`config.mk`:
```
export PLATFORM = sky130hd
export DESIGN_NAME = if_stage
export DESIGN_NICKNAME = d
export VERILOG_FILES = /design/src/rtl/if_stage.sv
export SDC_FILE = /design/constraint.sdc
export NUM_CORES = 1
export LEC_CHECK = 0
export CORE_ASPECT_RATIO = 1.4
export CORE_UTILIZATION = 38
export CTS_BUF_LIST = sky130_fd_sc_hd__clkbuf_4
export DETAILED_ROUTE_END_ITERATION = 8
export HOLD_SLACK_MARGIN = 0.1
export PLACE_DENSITY = 0.6
export SLEW_MARGIN = 20
export SYNTH_ARGS = -nofsm -noshare
export SYNTH_HDL_FRONTEND = slang
export SYNTH_SLANG_ARGS = --single-unit
```
`constraint.sdc`:
```
create_clock -name clk -period 16.95 [get_ports clk]
set_input_delay 2.5425 -clock clk [delete_from_list [all_inputs] [get_ports clk]]
set_output_delay 2.5425 -clock clk [all_outputs]
set_load 0.1 [all_outputs]
```
`src/rtl/if_stage.sv`:
```
// if_stage: RISC-V instruction fetch stage with one outstanding imem fetch, skid buffer and IF/ID register
// Ports: clk, rst (async, active-high);
//   imem_req/imem_addr/imem_gnt/imem_rvalid/imem_rdata: fetch handshake, one fetch outstanding at most;
//   stall: hold IF/ID; branch_taken/branch_target: flush IF/ID and redirect pc;
//   if_id_valid/if_id_pc/if_id_instr/if_id_opcode: IF/ID pipeline register towards decode/control.
module if_stage #(
  parameter logic [31:0] RESET_PC = 32'h0000_0000
) (
  input  logic        clk,
  input  logic        rst,
  output logic        imem_req,
  output logic [31:0] imem_addr,
  input  logic        imem_gnt,
  input  logic        imem_rvalid,
  input  logic [31:0] imem_rdata,
  input  logic        stall,
  input  logic        branch_taken,
  input  logic [31:0] branch_target,
  output logic        if_id_valid,
  output logic [31:0] if_id_pc,
  output logic [31:0] if_id_instr,
  output logic [6:0]  if_id_opcode
);
  localparam logic [1:0] REQ = 2'd0, WAIT = 2'd1, HOLD = 2'd2;
  logic [1:0] state;
  logic [31:0] pc, reqPc, skidPc, skidInstr, newPc, newInstr, target;
  logic drop, grant, respOk, newAvail, toSkid;
  assign imem_req = (state == REQ) & ~rst;
  assign imem_addr = pc;
  assign if_id_opcode = if_id_instr[6:0];
  always_comb begin
    grant = imem_req & imem_gnt;
    respOk = (state == WAIT) & imem_rvalid & ~drop;
    toSkid = respOk & ~branch_taken & stall;
    newAvail = respOk | (state == HOLD);
    newPc = (state == HOLD) ? skidPc : reqPc;
    newInstr = (state == HOLD) ? skidInstr : imem_rdata;
    target = branch_target & ~32'd3;
  end
  always_ff @(posedge clk or posedge rst) begin
    if (rst) begin
      state <= REQ;
      pc <= RESET_PC;
      reqPc <= '0;
      drop <= 1'b0;
      skidPc <= '0;
      skidInstr <= 32'h0000_0013;
      if_id_valid <= 1'b0;
      if_id_pc <= '0;
      if_id_instr <= 32'h0000_0013;
    end else begin
      pc <= branch_taken ? target : grant ? pc + 32'd4 : pc;
      if (grant) reqPc <= pc;
      case (state)
        REQ: if (grant) begin
          state <= WAIT;
          drop <= branch_taken;
        end
        WAIT: if (imem_rvalid) begin
          state <= toSkid ? HOLD : REQ;
          drop <= 1'b0;
        end else if (branch_taken) drop <= 1'b1;
        default: if (branch_taken | ~stall) state <= REQ;
      endcase
      if (toSkid) begin
        skidPc <= reqPc;
        skidInstr <= imem_rdata;
      end
      // flush beats stall; a bubble keeps the old pc/instr and only clears valid
      if (branch_taken) if_id_valid <= 1'b0;
      else if (!stall) begin
        if_id_valid <= newAvail;
        if (newAvail) begin
          if_id_pc <= newPc;
          if_id_instr <= newInstr;
        end
      end
    end
  end
endmodule

```
# Word level (Yosys, flattened, before mapping)
# Cells that the tools add are included.
# totals
input_bits	70
output_inout_bits	105
register_bits	196
# op_classes
reduce_logical	7
add_sub_neg	1
muxes	15
n_bitwise	12
n_eq_ne	6
# ops
operator	count
32-bit 2-to-1 mux	4
32-bit by 3-bit adder with 32-bit output (second input constant)	1
3-bit AND reduction	3
2-bit 2-to-1 mux	4
1-bit AND	6
1-bit 2-to-1 mux	5
2-bit inequality test (second input constant)	2
1-bit inverter	4
2-bit one-hot mux with 2 select lines	1
2-bit nonzero test	2
3-bit inequality test (second input constant)	1
3-bit nonzero test	1
2-bit by 1-bit == test with 1-bit output (second input constant)	1
2-bit == test (second input constant)	1
2-bit zero test	1
2-bit by 1-bit inequality test with 1-bit output (second input constant)	1
1-bit bitwise OR	2
1-bit one-hot mux with 2 select lines	1

# Longest topological paths before layout
# Gate-level depths: netlist of the first run.
# depth
depth_word	8
depth_mapped	7
depth_no_buf	4

# Worst setup path before layout of the first run
# No wires, ideal clock.
# synth_timing
path_type	input to output
startpoint	in rst
endpoint	out imem_req
slack_ns	9.838
path_stages	1
arrival_ns	4.570
required_ns	14.407
path_buffers	0
path_cell_list	nor3_1
# synth_between
elab_chain_cells	2
# synth_rtl
item	line	rtl
start: declaration	10	input logic rst,
1-bit inverter	28	assign imem_req = (state == REQ) & ~rst;
1-bit AND	28	
end: declaration	11	output logic imem_req,
# No other way between the ends.

# Final worst setup path of the first run
# Same ends and word-level chain as after synthesis.

==> impl_metrics.env, run 1 <==
export IMPL_status="complete, no violations"
export IMPL_ys_ff_latch=188
export IMPL_die_h_um=176
export IMPL_avgViaCountPerCell=5.27
export IMPL_clockBufferDepth=2
export IMPL_numClockSinks=188
export IMPL_grt_max_degree=120
export IMPL_vdd_ir_drop_max_v=0.000121
export IMPL_fin_skew_ps=21.6
export IMPL_vias=5859
export IMPL_leakage_nw=4.64
export IMPL_worstHoldPathType="flop to flop"
export IMPL_drv_cap=0
export IMPL_dpl_hpwl_um=12200
export IMPL_cts_repair_resized=0
export IMPL_yosysWarnings=0
export IMPL_synth_top_area_frac=0.555
export IMPL_yosys_area_top_type="dfrtp_1"
export IMPL_startpoint_type="input port"
export IMPL_cts_tree="built"
export IMPL_drt_pass1_iter_count=4
export IMPL_drt_iter0_drc=218
export IMPL_final_cell_mix="dfrtp_1 (182), clkdlybuf4s50_1 (168), mux2_2 (92), nand2_1 (85), o21ai_0 (76)"
export IMPL_setup_worst_path_start="rst"
export IMPL_synthesis_area_um2=8210
export IMPL_yosys_top_cells_area="dfrtp_1 (55%), mux2_2 (13%), mux2i_1 (7.7%)"
export IMPL_relSlewSlack=0.297
export IMPL_grt_remaining_overflow=0
export IMPL_gp_congestion=0.763
export IMPL_async_reset_ff_frac=1.00
export IMPL_synth_distinct_cells=36
export IMPL_root_buffer="clkbuf_4"
export IMPL_grt_usage=0.181
export IMPL_cts_buffers=17
export IMPL_end_kind="output pin"
export IMPL_die_x_um=126
export IMPL_slew_viol_final=0
export IMPL_r2r_end="imem_addr[25]"
export IMPL_rsz0062_at_grt="false"
export IMPL_timing_rr_start="state[0]"
export IMPL_setup_viol_count_final=0
export IMPL_cp_arrival_ps=4550
export IMPL_port_buffers=168
export IMPL_h_tree_depth=4
export IMPL_hold_viol=0
export IMPL_timing_fmax_ghz=0.141
export IMPL_worst_slew_pin_slew_ps=1050
export IMPL_path_clk_slew_ps=140
export IMPL_worstSetupEndpoint="imem_req"
export IMPL_cts_hold_buf=0
export IMPL_tns_ps=0
export IMPL_power_density_nw_per_um2=190
export IMPL_start_util=0.387
export IMPL_timing_final_crit_share=0.419
export IMPL_hold_slack_ps=497
export IMPL_wl_um=18700
export IMPL_fp_coreArea_um2=21200
export IMPL_clock_latency_ps=600
export IMPL_grt_pass1_vias=6059
export IMPL_drive_above_1_share=0.165
export IMPL_drc_errors=0
export IMPL_io_pins=175
export IMPL_crit_type="input port to output pin"
export IMPL_post_cts_buffers=0
export IMPL_rrSetupSlack_ps=13970
export IMPL_critPathMaxFanout=3
export IMPL_grt_pass1_wl_um=31400
export IMPL_synth_seq_area_share=0.574
export IMPL_areaGrowthSynthToFinish_pct=25.7
export IMPL_hp_start="if_id_pc[7]"
export IMPL_layout_commonest_cell="dfrtp_1"
export IMPL_grt_antenna_before_repair=1
export IMPL_crit_required_ps=14410
export IMPL_synth_ff_type="dfrtp_1"
export IMPL_syn_avg_cell_area_um2=11.8
export IMPL_wire_per_inst_um=16.9
export IMPL_num_rows=63
export IMPL_r2r_cells=5
export IMPL_ant_nets=0
export IMPL_finalCriticalPeriod_ps=7090
export IMPL_synth_edf_count=0
export IMPL_nets=908
export IMPL_dieArea_um2=22200
export IMPL_syn_inst=697
-- kinds of logic after synthesis --
| family | Yosys count | share of synthesized area |
|---|---|---|
| AO/OA/AOI/OAI | 118 | 0.0814 |
| XOR/XNOR | 8 | 0.00853 |
| adder cells (fa/ha/maj) | 1 | 0.00152 |
| buffers and inverters | 60 | 0.0325 |
| flip-flops | 188 | 0.574 |
| multiplexers | 155 | 0.203 |
| other | 1 | 0.000457 |
| AND/OR/NAND/NOR | 166 | 0.0990 |
-- power by group --
| group | switching (mW) | total (mW) | internal, mW | leakage, nW |
|---|---|---|---|---|
| Clock | 0.165 | 0.242 | 0.0775 | 0.136 |
| Combinational | 0.750 | 1.01 | 0.259 | 2.21 |
| Sequential | 0.101 | 0.715 | 0.614 | 2.29 |
| Total | 1.02 | 1.97 | 0.951 | 4.64 |
-- final cells by class --
class	count	area (um2)
timing repair buffer	172	1710
sequential	188	4710
fill	1949	10900
inverter	6	30.0
tap	260	325
clock inverter	14	136
clock buffer	18	135
antenna	1	2.50
multi-input combinational	452	3270
-- cells in the mapped netlist, drive strengths merged (2+ instances only) --
| master | n |
|---|---|
| xor2 | 6 |
| inv | 6 |
| o21ai | 77 |
| xnor2 | 2 |
| nor2b | 3 |
| dfrtp | 182 |
| and2 | 3 |
| and3 | 3 |
| nor2 | 21 |
| or4 | 16 |
| dfstp | 6 |
| o31ai | 15 |
| mux2i | 63 |
| nand2 | 86 |
| nand4 | 10 |
| or3 | 4 |
| clkbuf | 38 |
| mux2 | 92 |
| a21oi | 2 |
| and4 | 6 |
| nand3 | 10 |
| buf | 16 |
| a31oi | 19 |
-- registers in the layout (all words and copies together) (netlist names) --
name and cells:
skidInstr 32, drop 1, reqPc 30, state 2
if_id_pc 30, skidPc 30, imem_addr 30, if_id_valid 1
if_id_instr 32
-- worst min-delay path by stage --
stage / end / slack, ps / cells after the start
floorplan: skidInstr[10] / 480 / 1
global placement: if_id_instr[19] / 460 / 2
detailed placement: if_id_instr[8] / 470 / 2
CTS: if_id_instr[8] / 500 / 2
global route: if_id_instr[12] / 530 / 2
finish: if_id_pc[7] / 500 / 2
-- critical path: stages --
cell and delay (ps):
clkdlybuf4s50_1 570, nor3_1 260, clkdlybuf4s50_1 1170
-- metrics by stage --
step | cells | power (mW) | utilization | setup slack [ps] | instance area (um2)
5_1_grt | 1111 | 2.07 | 0.487 | 9870 | 10300
3_3_place_gp | 1078 | 1.72 | 0.474 | 9940 | 10100
3_5_place_dp | 1078 | 1.74 | 0.474 | 9900 | 10100
2_1_floorplan | 700 | 1.50 | - | 9300 | 8220
6_report | 1111 | 1.97 | 0.487 | 9860 | 10300
4_1_cts | 1110 | 1.99 | 0.487 | 9890 | 10300
-- per-layer routing --
layer,routed length [um],part of all wire,up-vias,global-route usage
met5,0,0,-,0
met3,735,0.039,32,0.0370
met4,431,0.023,0,0.0763
li1,-,-,2749,-
met2,9480,0.51,159,0.308
met1,8100,0.43,2919,0.222
Power figures use the tool's default switching activity.
==> run 2, diff against run 1 <==
==> constraint.sdc (replaced) <==
create_clock -name clk -period 6.63 [get_ports clk]
set_input_delay 0.9945 -clock clk [delete_from_list [all_inputs] [get_ports clk]]
set_output_delay 0.9945 -clock clk [all_outputs]
set_load 0.1 [all_outputs]
==> run 2 against run 1 <==
Net effect: sequential cell count unchanged; count of clock-buffer cells in the layout fell by 1; cell count did not move; setup slack got worse by 7300 ps; via count about the same; first-iteration DRC count up 0.46%; highest routed layer unchanged.
==> impl_metrics.env, run 2 (same netlist as run 1, synthesis figures left out) <==
export IMPL_worst_path_most_repeated_cell="clkdlybuf4s50_1"
export IMPL_reg_largest_list="if_id_instr (32), skidInstr (32)"
export IMPL_end_kind="output pin"
export IMPL_timing_final_crit_share=0.610
export IMPL_holdPathStages=2
export IMPL_finalCriticalPeriod_ps=4040
export IMPL_drt_pass1_iter_count=5
export IMPL_hold_viol=0
export IMPL_wire_per_inst_um=17.1
export IMPL_crit_required_ps=5640
export IMPL_startpoint_type="input port"
export IMPL_gp_congestion=0.763
export IMPL_dpl_hpwl_um=12500
export IMPL_timing_rr_start="state[0]"
export IMPL_worst_slew_pin_slew_ps=1060
export IMPL_grt_pass1_wl_um=31000
export IMPL_crit_slowest_cell="clkdlybuf4s50_1"
export IMPL_r2r_cells=5
export IMPL_die_x_um=126
export IMPL_layout_commonest_cell="dfrtp_1"
export IMPL_clockBufferDepth=2
export IMPL_fp_coreArea_um2=21200
export IMPL_cts_buffers=17
export IMPL_rrSetupSlack_ps=3660
export IMPL_grt_antenna_before_repair=1
export IMPL_io_pins=175
export IMPL_grt_usage=0.179
export IMPL_clock_latency_ps=570
export IMPL_die_h_um=176
export IMPL_fin_skew_ps=22.4
export IMPL_nets=909
export IMPL_path_clk_slew_ps=140
export IMPL_drv_cap=0
export IMPL_setup_worst_path_start="rst"
export IMPL_timing_fmax_ghz=0.247
export IMPL_p_total_mw=5.07
export IMPL_rsz0062_at_grt="false"
export IMPL_drive_above_1_share=0.166
export IMPL_vdd_ir_drop_max_v=0.000266
export IMPL_final_cell_mix="dfrtp_1 (182), clkdlybuf4s50_1 (168), mux2_2 (92), nand2_1 (85), o21ai_0 (76)"
export IMPL_dpl_worst_slack_ps=2580
export IMPL_avgViaCountPerCell=5.28
export IMPL_drc_errors=0
export IMPL_tns_ps=0
export IMPL_relSlewSlack=0.290
export IMPL_status="complete, no violations"
export IMPL_h_tree_depth=4
export IMPL_start_util=0.387
export IMPL_grt_max_degree=130
export IMPL_worst_path_largest_cell_delay_ps=1180
export IMPL_wl_um=19000
export IMPL_cts_hold_buf=0
export IMPL_dieArea_um2=22200
export IMPL_crit_path_cell_trace="clkdlybuf4s50_1 > nor3_1 > clkdlybuf4s50_1"
export IMPL_crit_type="input port to output pin"
export IMPL_layout_setup_ws_ps=2590
export IMPL_setup_viol_count_final=0
export IMPL_hold_slack_ps=495
export IMPL_num_rows=63
export IMPL_final_core_util=0.489
export IMPL_hp_start="if_id_instr[19]"
export IMPL_root_buffer="clkbuf_4"
export IMPL_critPathMaxFanout=3
export IMPL_cts_tree="built"
export IMPL_post_cts_buffers=0
export IMPL_leakage_nw=4.66
export IMPL_slew_viol_final=0
export IMPL_numClockSinks=188
export IMPL_areaGrowthSynthToFinish_pct=26.2
export IMPL_drt_iter0_drc=219
export IMPL_vias=5861
export IMPL_worstHoldPathType="flop to flop"
export IMPL_cts_repair_resized=0
export IMPL_grt_remaining_overflow=0
export IMPL_grt_pass1_vias=5936
export IMPL_cp_arrival_ps=3050
export IMPL_port_buffers=168
export IMPL_ant_nets=0
export IMPL_power_density_nw_per_um2=489
-- run 2: changes by cell type in the layout (fill, tap and decap cells not counted) --
cell	change
inv_6	-3
inv_8	-1
buf_4	+1
clkbuf_4	-1
clkinv_4	+1
clkinvlp_4	-1
bufinv_16	+2
clkinv_1	-1
clkinv_2	+3
-- run 2: final timing paths --
path,endpoint
worst max-delay path,imem_req
worst min-delay path,if_id_instr[19]
worst max register to register,imem_addr[29]
worst min register to register,if_id_instr[19]
max in group asynchronous,if_id_pc[22]
min in group asynchronous,state[1]
-- run 2: layout make-up --
class / instances / area [um2]
antenna: 1 / 2.50
clock buffer: 17 / 128
fill: 1911 / 10800
timing repair buffer: 173 / 1720
tap: 260 / 325
inverter: 6 / 30.0
multi-input combinational: 452 / 3270
sequential: 188 / 4710
clock inverter: 14 / 171
-- run 2: metrics by stage --
stage	std cells	area [um2]
floorplan	700	8220
global placement	1079	10100
detailed placement	1079	10100
CTS	1110	10400
global route	1111	10400
finish	1111	10400
-- run 2: where the power goes --
part / leakage, nW / switching (mW) / internal (mW) / total, mW
clock: 0.154 / 0.394 / 0.261 / 0.655
combinational: 2.21 / 1.92 / 0.664 / 2.59
sequential: 2.29 / 0.260 / 1.57 / 1.83
-- run 2: routing by layer --
| metal | part of all wire | global-route usage | vias to the layer above |
|---|---|---|---|
| met3 | 0.035 | 0.0303 | 20 |
| li1 | - | - | 2751 |
| met1 | 0.44 | 0.222 | 2935 |
| met4 | 0.020 | 0.0738 | 0 |
| met5 | 0 | 0 | - |
| met2 | 0.50 | 0.308 | 155 |
-- run 2: worst max-delay path, delay by kind of cell --
family / cells / cell delay (ps)
buf+inv: 2 / 1760
simple gates: 1 / 290
